<file path="config.mk">
export PLATFORM = sky130hd
export DESIGN_NAME = prefetch_fetch_unit
export DESIGN_NICKNAME = d
export VERILOG_FILES = /design/src/rtl/fetch_pkg.sv /design/src/rtl/prefetch_fifo.sv /design/src/rtl/prefetch_fetch_unit.sv
export SDC_FILE = /design/constraint.sdc
export NUM_CORES = 1
export LEC_CHECK = 0
export CAP_MARGIN = 15
export CORE_MARGIN = 4
export CORE_UTILIZATION = 35
export DETAILED_ROUTE_END_ITERATION = 10
export PLACE_DENSITY = 0.61
export SLEW_MARGIN = 20
export SYNTH_ARGS = -nofsm -noshare
export SYNTH_HDL_FRONTEND = slang
export SYNTH_HIERARCHICAL = 1
export SYNTH_SLANG_ARGS = --single-unit
</file>
<file path="constraint.sdc">
create_clock -name clk -period 2.5 [get_ports clk]
set_clock_uncertainty 0.1 [all_clocks]
set_input_delay 0.25 -clock clk [delete_from_list [all_inputs] [get_ports clk]]
set_output_delay 0.25 -clock clk [all_outputs]
set_load 0.02 [all_outputs]
</file>
<file path="src/rtl/fetch_pkg.sv">
// rtl/fetch_pkg.sv - shared types and width helpers for the instruction fetch front-end
package fetch_pkg;

  typedef enum logic [1:0] {
    FETCH     = 2'd0,
    HALT_PEND = 2'd1,
    DONE      = 2'd2
  } fetch_state_e;

  localparam int FETCH_D_DEFAULT     = 12;
  localparam int FETCH_IW_DEFAULT    = 9;
  localparam int FETCH_DEPTH_DEFAULT = 4;

  // Counter width able to represent 0..depth inclusive.
  function automatic int occ_width(input int depth);
    return $clog2(depth + 1);
  endfunction

  function automatic int ptr_width(input int depth);
    return (depth > 1) ? $clog2(depth) : 1;
  endfunction

endpackage

</file>
<file path="src/rtl/prefetch_fifo.sv">
// rtl/prefetch_fifo.sv - circular prefetch buffer with flush priority over push/pop
module prefetch_fifo
  import fetch_pkg::*;
#(
  parameter int W     = 21,
  parameter int DEPTH = 4
) (
  input  logic                        clk,
  input  logic                        reset,
  input  logic                        flush,
  input  logic                        push,
  input  logic                        pop,
  input  logic [W-1:0]                wdata,
  output logic [W-1:0]                rdata,
  output logic [occ_width(DEPTH)-1:0] count
);

  localparam int AW = ptr_width(DEPTH);
  localparam int CW = occ_width(DEPTH);

  logic [W-1:0]  mem [DEPTH];
  logic [AW-1:0] rd_ptr;
  logic [AW-1:0] wr_ptr;

  // DEPTH is a power of two, so pointers wrap naturally.
  always_ff @(posedge clk or negedge reset) begin
    if (!reset) begin
      rd_ptr <= '0;
      wr_ptr <= '0;
      count  <= '0;
    end else if (flush) begin
      rd_ptr <= '0;
      wr_ptr <= '0;
      count  <= '0;
    end else begin
      if (push) wr_ptr <= wr_ptr + AW'(1);
      if (pop)  rd_ptr <= rd_ptr + AW'(1);
      case ({push, pop})
        2'b10:   count <= count + CW'(1);
        2'b01:   count <= count - CW'(1);
        default: count <= count;
      endcase
    end
  end

  always_ff @(posedge clk) begin
    if (push && !flush) mem[wr_ptr] <= wdata;
  end

  assign rdata = mem[rd_ptr];

endmodule

</file>
<file path="src/rtl/prefetch_fetch_unit.sv">
// rtl/prefetch_fetch_unit.sv - PC, prefetch FIFO and halt FSM feeding decode via valid/ready
module prefetch_fetch_unit
  import fetch_pkg::*;
#(
  parameter int              D          = 12,
  parameter int              IW         = 9,
  parameter int              DEPTH      = 4,
  parameter logic [IW-1:0]   HALT_INSTR = 9'h1FF
) (
  input  logic                        clk,
  input  logic                        reset,
  output logic [D-1:0]                rom_addr,
  input  logic [IW-1:0]               rom_data,
  input  logic                        jump_en,
  input  logic [D-1:0]                jump_target,
  input  logic                        instr_ready,
  output logic                        instr_valid,
  output logic [IW-1:0]               instr,
  output logic [D-1:0]                instr_pc,
  output logic [occ_width(DEPTH)-1:0] occupancy,
  output logic                        done
);

  localparam int CW = occ_width(DEPTH);

  typedef struct packed {
    logic [IW-1:0] instr;
    logic [D-1:0]  pc;
  } fetch_entry_t;

  fetch_state_e state, state_next;
  logic [D-1:0] fetch_pc;
  fetch_entry_t head, wentry;
  logic [CW-1:0] count;
  logic push, pop, flush;

  assign wentry    = '{instr: rom_data, pc: fetch_pc};
  assign rom_addr  = fetch_pc;
  assign occupancy = count;

  prefetch_fifo #(
    .W    ($bits(fetch_entry_t)),
    .DEPTH(DEPTH)
  ) u_fifo (
    .clk  (clk),
    .reset(reset),
    .flush(flush),
    .push (push),
    .pop  (pop),
    .wdata(wentry),
    .rdata(head),
    .count(count)
  );

  always_ff @(posedge clk or negedge reset) begin
    if (!reset) begin
      state    <= FETCH;
      fetch_pc <= '0;
    end else begin
      state <= state_next;
      if (flush)     fetch_pc <= jump_target;
      else if (push) fetch_pc <= fetch_pc + D'(1);
    end
  end

  // A jump out of HALT_PEND discards the speculatively fetched halt.
  always_comb begin
    state_next = state;
    case (state)
      FETCH:     if (push && rom_data == HALT_INSTR) state_next = HALT_PEND;
      HALT_PEND: begin
        if (jump_en)                                state_next = FETCH;
        else if (pop && head.instr == HALT_INSTR)   state_next = DONE;
      end
      DONE:      state_next = DONE;
      default:   state_next = FETCH;
    endcase
  end

  always_comb begin
    instr_valid = (state != DONE) && (count != '0);
    instr       = instr_valid ? head.instr : '0;
    instr_pc    = instr_valid ? head.pc : '0;
    done        = (state == DONE);
    pop         = instr_valid && instr_ready;
    flush       = jump_en && (state != DONE);
    push        = (state == FETCH) && !jump_en && ((count < CW'(DEPTH)) || pop);
  end

endmodule
</file>
==> run_results.csv <==
group,metric,value,unit
clock_network,cts_buffer_depth,2,
cells_and_area,drive_gt1_share,16.9,%
drt,first_pass_iters,4,
sta,finalSetupTns,0,ns
synth,synth_top_cell_area_share,56.4,%
die,core-area,12600,um2
die,die_area,14700,um2
synth,async_reset_ff_share,20.0,%
clock_network,clock_sinks,105,
global_route,grt_pass1_vias,2733,
setup_path,reg2reg_slack,0.24,ns
setup_path,cp-startpoint,"u_fifo/rd_ptr[0]",
place,dp_hpwl,6440,um
setup_path,reg2reg_from,"state[0]",
clock_network,cts_tree,"yes",
cells_and_area,insertedDiodeCount,0,
sta,clock.fmax,431,MHz
cells_and_area,final_cell_count_no_fill,533,
setup_path,start_kind,"flip-flop",
setup_path,cpLargestDelayFamily,"multiplexers",
clock_network,clkLatencyLatePin,0.34,ns
synth,netlist_instances,272,
sta,relSlewSlack,75.4,%
global_route,antenna_found_initial,0,
die,die_y,121,um
synth,yosysUniqueCellTypes,43,
clock_network,cts_htree_levels,3,
sta,grt_setup_unrepaired,"no",
synth,avgSynthCellArea,16.4,um2
synth,syn_area,4470,um2
setup_path,worst-path-max-fanout,17,
clock_network,cts-buffers-inserted,9,
pwr,irDropWorstVdd,0.348,mV
clock_network,post_cts_buffers,0,
global_route,gr-total-overflow,0,
clock_network,cts_root_buffer,"clkbuf_16",
cells_and_area,nFillCells,1118,
sta,setup_slack,0.178,ns
sta,worstMarginPinSlew,0.368,ns
synth,synth_area_leader_cell,"edfxtp_1",
synth,synth_area_leaders,"edfxtp_1, dfrtp_1, mux4_2",
place,place_congestion,0.785,
cells_and_area,fin_nets,387,
synth,yosysWarnings,6,
drt,vias_per_cell,4.84,
drt,finalWirelength,9330,um
drt,drt_iter0_markers,170,
sta,maxSlewViolCount,0,
setup_path,critPathSlowestCell,"mux4_1",
run,maxCapViolations,0,
setup_path,path_cells,"buf_12, mux4_1, and2_1, dlygate4sd2_1",
sta,period_share,92.9,%
synth,ys_seq_elements,105,
setup_path,endpoint_kind,"output pin",
die,ioPinCount,63,
place,place_ws,0.198,ns
run_status,status,"complete, no violations",
sta,final-hold-violation-count,0,
synth,syn_nets,303,
drt,drc,0,
sta,setup_viol,0,
sta,period_needed,2.32,ns
setup_path,crit_cells,4,
synth,seq_area_frac_synth,68.1,%
cells_and_area,design_area,5720,um2
die,initial_core_util,35.6,%
setup_path,max_stage_delay,0.56,ns
pwr,p_leak,2.15,nW
setup_path,cp.required,2.15,ns
place,port_buffers,62,
worst_hold_path,worstHoldPathType,"input port to async pin",
setup_path,reg2reg_depth,8,
pwr,finalPower,3.38,mW
die,rows,41,
drt,final_antenna_net_count,0,
cells_and_area,area_growth,27.9,%
global_route,grt_pass1_wl,14700,um
drt,wl_per_cell,17.5,um
pwr,power.density,590,nW/um2
place,placed_area,5450,um2
setup_path,path_class,"flip-flop to output pin",
setup_path,endpoint,"instr_pc[0]",
drt,route.vias.total,2582,
place,dp_cells,517,
clock_network,clk_pin_slew,0.07,ns
setup_path,path_buf_inv,2,
die,dieWidth,121,um
global_route,grt_usage,13.4,%
synth,synth_edf_count,84,
setup_path,r2r_end,"u_fifo/count[2]",
synth,synth-main-ff-cell,"edfxtp_1",
global_route,grt_max_degree,24,
cells_and_area,multiInputGateArea,1320,um2
setup_path,crit_arrival,1.97,ns
cells_and_area,seqCellArea,3050,um2
-- synth_stat cells, types with 3 or more instances --
cell	instances
dfrtp_1	21
nand3_1	7
nor2_1	13
or4_1	3
mux4_2	18
ha_1	5
xnor2_1	3
xor2_1	6
or3_1	3
buf_2	3
nor3_1	3
nand4_1	4
and2_1	27
edfxtp_1	84
mux2i_1	3
inv_1	5
a31oi_1	5
clkbuf_1	4
nand2_1	16
o21ai_0	7
o21ai_1	3
mux4_1	3
-- registers in the layout (all words and copies together) (netlist names) --
signal         cells
state              2
u_fifo/rd_ptr      2
rom_addr          12
u_fifo/wr_ptr      2
u_fifo/mem        84
u_fifo/count       3
-- placed cells by master, fill, tap and decap left out, drive strengths merged, types with 2 or more instances in the layout --
master          n
nor3            4
dlygate4sd2    21
or3             3
or4             3
o21ai          10
dfrtp          21
nor2           13
mux4           21
o31ai           2
xor2            6
edfxtp         84
nor2b           2
a31oi           5
nand3           8
ha              5
clkbuf          9
nand2b          2
xnor2           3
clkdlybuf4s50  40
nand4           5
clkinv          2
clkinvlp        2
inv             9
nor3b           2
nand2          16
mux2i           3
buf            22
and2           27
-- how the worst min path moves through the flow --
stage / start / to / slack [ns]
floorplan: reset / rom_addr[0] / -0.15
global placement: u_fifo/wr_ptr[1] / u_fifo/wr_ptr[1] / 0.47
detailed placement: u_fifo/wr_ptr[1] / u_fifo/wr_ptr[1] / 0.48
CTS: reset / rom_addr[7] / 0.16
global route: reset / rom_addr[1] / 0.16
finish: reset / rom_addr[1] / 0.16
-- cell type report --
type / count / share of cell area [%]
multi-input combinational: 150 / 23.0
tap: 172 / 3.76
sequential: 105 / 53.3
clock buffer: 9 / 3.94
clock inverter: 7 / 1.11
inverter: 6 / 0.394
timing repair buffer: 84 / 14.5
-- timing repair --
| action | in CTS | in global routing |
|---|---|---|
| endpoints found under the setup margin | 21 | 1 |
| gates resized for setup | 23 | 1 |
| hold buffers | 0 | 0 |
| pin swaps | 0 | 0 |
-- where the power goes --
group          switching [mW]  internal (mW)
Combinational          0.0538         0.0668
Clock                   0.650          0.696
Sequential             0.0195           1.89
-- stage by stage --
step / hold slack, ns / utilization [%]
2_1_floorplan: -0.146 / -
3_3_place_gp: 0.471 / 43.4
3_5_place_dp: 0.479 / 43.4
4_1_cts: 0.156 / 45.5
5_1_grt: 0.164 / 45.5
6_report: 0.155 / 45.5
-- layer usage --
metal	up-vias	global-route usage, %	part of all wire, %
li1	1213	-	-
met1	1311	17.2	44
met2	49	22.3	51
met3	9	3.17	3.6
met4	0	4.82	1.3
met5	-	0	0
-- worst register-to-register path, stage by stage (launching register included) --
cell and delay (ns):
dfrtp_1 0.43, nand2b_1 0.22, o31a_1 0.16, and2_1 0.18, nor2b_1 0.14, fa_1 0.37, and3b_1 0.21, o21ai_0 0.15
nor3b_1 0.21
-- kinds of logic after synthesis --
logic type,synth area share [%]
simple gates,11.2
compound gates,3.19
flops,68.1
mux,11.5
fa+ha+maj,1.85
xor+xnor,1.76
buf+inv,2.40
Power figures use the tool's default switching activity.
==> patch 1 (same settings) <==
The 3 states of `fetch_state_e` get a one-hot encoding in 3 bits.
--- a/src/rtl/fetch_pkg.sv
+++ b/src/rtl/fetch_pkg.sv
@@ -2,8 +2,8 @@
 package fetch_pkg;
 
-  typedef enum logic [1:0] {
-    FETCH     = 2'd0,
-    HALT_PEND = 2'd1,
-    DONE      = 2'd2
+  typedef enum logic [2:0] {
+    FETCH     = 3'b001,
+    HALT_PEND = 3'b010,
+    DONE      = 3'b100
   } fetch_state_e;
 
Check against the original RTL: no difference found for any inputs over 4 cycles, from zero or initial values and one cycle with reset low; so few cycles prove little.
==> patch 1 against the original RTL <==
  * Sequential cell count increased by 1
  * Setup slack got worse by 0.040 ns
  * Count of clock-buffer cells in the layout increased by 3
  * Wire length is 11% higher
  * Design area increased by 4.6%
  * Area after synthesis rose by 3.7%
  * Worst hold slack improved by 0.014 ns
  * Critical path type unchanged
  * Largest cell class unchanged
Power is not compared: it rests on default switching activity, and its combinational part moved more than twofold at a synthesized area within 25%.
==> patch 1: results (changes against the original RTL) <==
post-synthesis share of cell area spent on xor and xnor gates = 0.01321 (-0.004410)
met3 GRT Util = 0.02196 (-0.009744)
gpl congestion = 0.7904 (+0.66%)
clock root cell = clkbuf_16
status = complete, no violations
Critical Path AT = 2.01 ns (+0.04 ns)
Inserted Diodes = 0 (unchanged)
Syn Nets = 325 (+7.3%)
Worst-Skew Late Latency = 0.34 ns (about the same)
PortBufs = 62 (unchanged)
Placed Instance Area = 5654 sq um (+3.7%)
DP Wirelength = 7193 microns (+12%)
sequential share of the synthesized area = 0.6623 (-0.01894)
Cells after DPL = 540 (+4.4%)
Leakage Power = 2.160 nW
Synth Area in Adders = 0.01779 (-0.0006666)
Synth async-reset ratio = 0.2075 (+0.007547)
Peak VDD IR = 0.4567 mV
clock tree buffer depth = 2 (unchanged)
slowest CP cell = dfrtp_2
Pre-antenna DRT Iters = 4 (unchanged)
met1 GRT Util = 0.1924 (+0.02023)
htree depth = 3 (unchanged)
Overall Global Routing Usage = 0.1446 (+0.01036)
Mapped Avg Cell Area = 15.79 sq um (-4.0%)
initial antenna violation count = 0 (unchanged)
Final Max Tran Viols = 0 (unchanged)
max reg flops = 84 (unchanged)
Post-synth EDFFs = 84 (unchanged)
worst-path fanout max = 11 (-6)
ys flop type = edfxtp_1
first-pass GRT wire length = 16,220 microns (+10%)
top post-synthesis cells by area = edfxtp_1 (54%), dfrtp_1 (11%), mux4_2 (8.7%)
distinct cell type count after synthesis = 49 (+14%)
vias post-DR = 2,801 (+8.5%)
Num CTS Buffers = 9 (unchanged)
commonest cells in the netlist = edfxtp_1 (84), and2_1 (26), dfrtp_1 (21), mux4_2 (18), nand2_1 (15)
Worst path top cell family by delay = simple AND/OR/NAND/NOR gates
Nets = 412 (+6.5%)
largest register by flop count = u_fifo/mem
pre-CTS WS = 0.06706 ns (-0.1308 ns)
Worst-Margin Slew = 0.4546 ns (+0.08639 ns)
Synth Area in Compound Gates = 0.05876 (+0.02688)
P&R area growth vs syn = 28.92%
final wirelength = 10,370 microns (+11%)
ratio of cells with drive above 1 in the final layout = 0.2124 (+0.04346)
fill count = 1,137 (+1.7%)
largest net degree at the start of global routing = 23 (-4.2%)
DR vias/cell = 5.020 (+3.6%)
drt initial violations = 233 (+37%)
synth warn = 6 (unchanged)
CP max stage delay = 0.44 ns (-0.12 ns)
mux share of post-synthesis cell area = 0.1086 (-0.006308)
vias in the first global route = 2,919 (+6.8%)
routing usage on met2 = 0.2382 (+0.01520)
start point of the critical path = state[1]
==> patch 1: cell types whose count changed after synthesis, sizes merged, moves of 3 or more <==
cell / delta
a21oi: +5
inv: +3
or4: -3
xor2: -3
o2bb2ai: +3
and3: +3
==> patch 1: worst register-to-register path, stage by stage (launching register included) <==
cell,delay (ns)
dfrtp_2,0.44
or3b_4,0.40
clkinvlp_4,0.11
nor2_4,0.06
and2_4,0.18
nor2b_1,0.14
fa_2,0.35
and3b_1,0.21
o21ai_0,0.14
nor3b_2,0.17
==> patch 1: path summary, 6_finish.rpt <==
path                                    endpoint  slack [ns]  cells past startpoint
worst max-delay path                 instr_pc[0]        0.14                      6
worst min-delay path                 rom_addr[4]        0.17                      2
worst max register to register   u_fifo/count[2]        0.14                      9
worst min register to register  u_fifo/wr_ptr[1]        0.50                      2
max in group asynchronous               state[0]        1.84                      2
min in group clk                     rom_addr[0]        0.37                      3
==> patch 1: routing by layer <==
layer,part of all wire,wire length [microns]
met5,0,0
met4,0.019,194
met3,0.036,370
met2,0.50,5199
met1,0.44,4603
==> patch 1: what timing repair did <==
action	CTS	global route
cloned	1	0
endpoints found under the setup margin	22	2
pin swaps	0	1
resized for setup	26	5
buffers inserted	0	1
==> patch 1: area by class of cell <==
cell class                 count  area share
multi-input combinational    166      0.2446
tap                          172     0.03596
clock buffer                  12     0.04474
clock inverter                 4    0.007945
sequential                   106      0.5139
timing repair buffer          89      0.1461
inverter                       9    0.006690
==> patch 1: power by group <==
part | total, mW | switching (mW) | internal, mW | leakage, nW
clock network | 1.47 | 0.612 | 0.862 | 0.154
registers | 2.24 | 0.164 | 2.08 | 1.03
logic | 1.93 | 1.01 | 0.921 | 0.971
==> patch 2 (same settings) <==
Made on the original files. `DEPTH` is set to 4 in 2 places; all go to 2.
--- a/src/rtl/prefetch_fifo.sv
+++ b/src/rtl/prefetch_fifo.sv
@@ -4,5 +4,5 @@
 #(
   parameter int W     = 21,
-  parameter int DEPTH = 4
+  parameter int DEPTH = 2
 ) (
   input  logic                        clk,
--- a/src/rtl/prefetch_fetch_unit.sv
+++ b/src/rtl/prefetch_fetch_unit.sv
@@ -5,5 +5,5 @@
   parameter int              D          = 12,
   parameter int              IW         = 9,
-  parameter int              DEPTH      = 4,
+  parameter int              DEPTH      = 2,
   parameter logic [IW-1:0]   HALT_INSTR = 9'h1FF
 ) (
Ports: changed (resized occupancy); port bits go from 63 to 62. No check against the original RTL was run, so the function may have changed too.
==> patch 2 against the original RTL <==
  * Core utilization up 3.3 points
  * Synthesized cell count shrank 24%
  * Wire length shrank 33%
  * Design area is 34% lower
  * Sequential cell count decreased by 45
  * Global-route usage rose by 0.70 points
  * Total power shrank 44%
  * Fmax is 1.4% higher
  * Setup slack improved by 0.031 ns
  * Area after synthesis decreased by 39%
==> patch 2: results (changes against the original RTL) <==
vias post-DR = 1,900 (-26%)
Post-CTS Resized = 4 (-83%)
met1 GRT Util = 0.1632 (-0.008976)
Final Power = 1.900 mW (-44%)
ratio of cells with drive above 1 in the final layout = 0.1938 (+0.02480)
reg2reg setup slack = 0.50 ns (+0.26 ns)
metal3 WL = 244 microns (-28%)
Cells after DPL = 375 (-27%)
Mapped Avg Cell Area = 13.27 sq um (-19%)
Sw Ratio = 0.2207 (+0.006557)
reg-to-reg endpoint = u_fifo/mem[1][11]
distinct cell type count after synthesis = 40 (-7.0%)
routing usage on met2 = 0.2452 (+0.02223)
Synth Area in Compound Gates = 0.04599 (+0.01411)
post-synthesis share of cell area spent on xor and xnor gates = 0.03188 (+0.01426)
Placed Instance Area = 3541 sq um (-35%)
status = complete, no violations
Final WS setup = 0.2096 ns (+0.03148 ns)
met2 wire len = 3274 microns (-31%)
DP Wirelength = 4539 microns (-30%)
Worst path top cell family by delay = buffers and inverters
PortBufs = 61 (-1.6%)
Synth Area in Adders = 0.004554 (-0.01390)
Peak VDD IR = 0.2536 mV (-27%)
gpl congestion = 0.7794 (-0.74%)
P_seq = 1.09 mW (-43%)
Avg WL per Cell = 16.01 microns (-8.5%)
patch 2: changes by cell type in the layout (fill, tap and decap cells not counted), moves of 5 or more:
| cell | unedited run | this run |
|---|---|---|
| buf_12 | 5 | 0 |
| buf_4 | 16 | 9 |
| clkbuf_16 | 9 | 0 |
| clkbuf_8 | 0 | 9 |
| dlygate4sd2_1 | 21 | 1 |
| dlymetal6s2s_1 | 1 | 20 |
| edfxtp_1 | 84 | 42 |
| mux2_2 | 0 | 19 |
| mux4_2 | 18 | 0 |
| o21ai_1 | 3 | 8 |
patch 2: cells by family after synthesis:
group,after synthesis
buffers and inverters,9
XOR/XNOR,10
multiplexers,22
AO/OA/AOI/OAI,21
AND/OR/NAND/NOR,84
adder cells (fa/ha/maj),1
flip-flops,60
patch 2: layout make-up:
cell class,instances,area (sq um)
clock buffers,10,127.6
inverters,4,15.01
fillers,723,3933
repair buffers,71,738.2
multi-input cells,138,1001
well taps,102,127.6
flip-flops and latches,60,1714
clock inverters,6,31.28
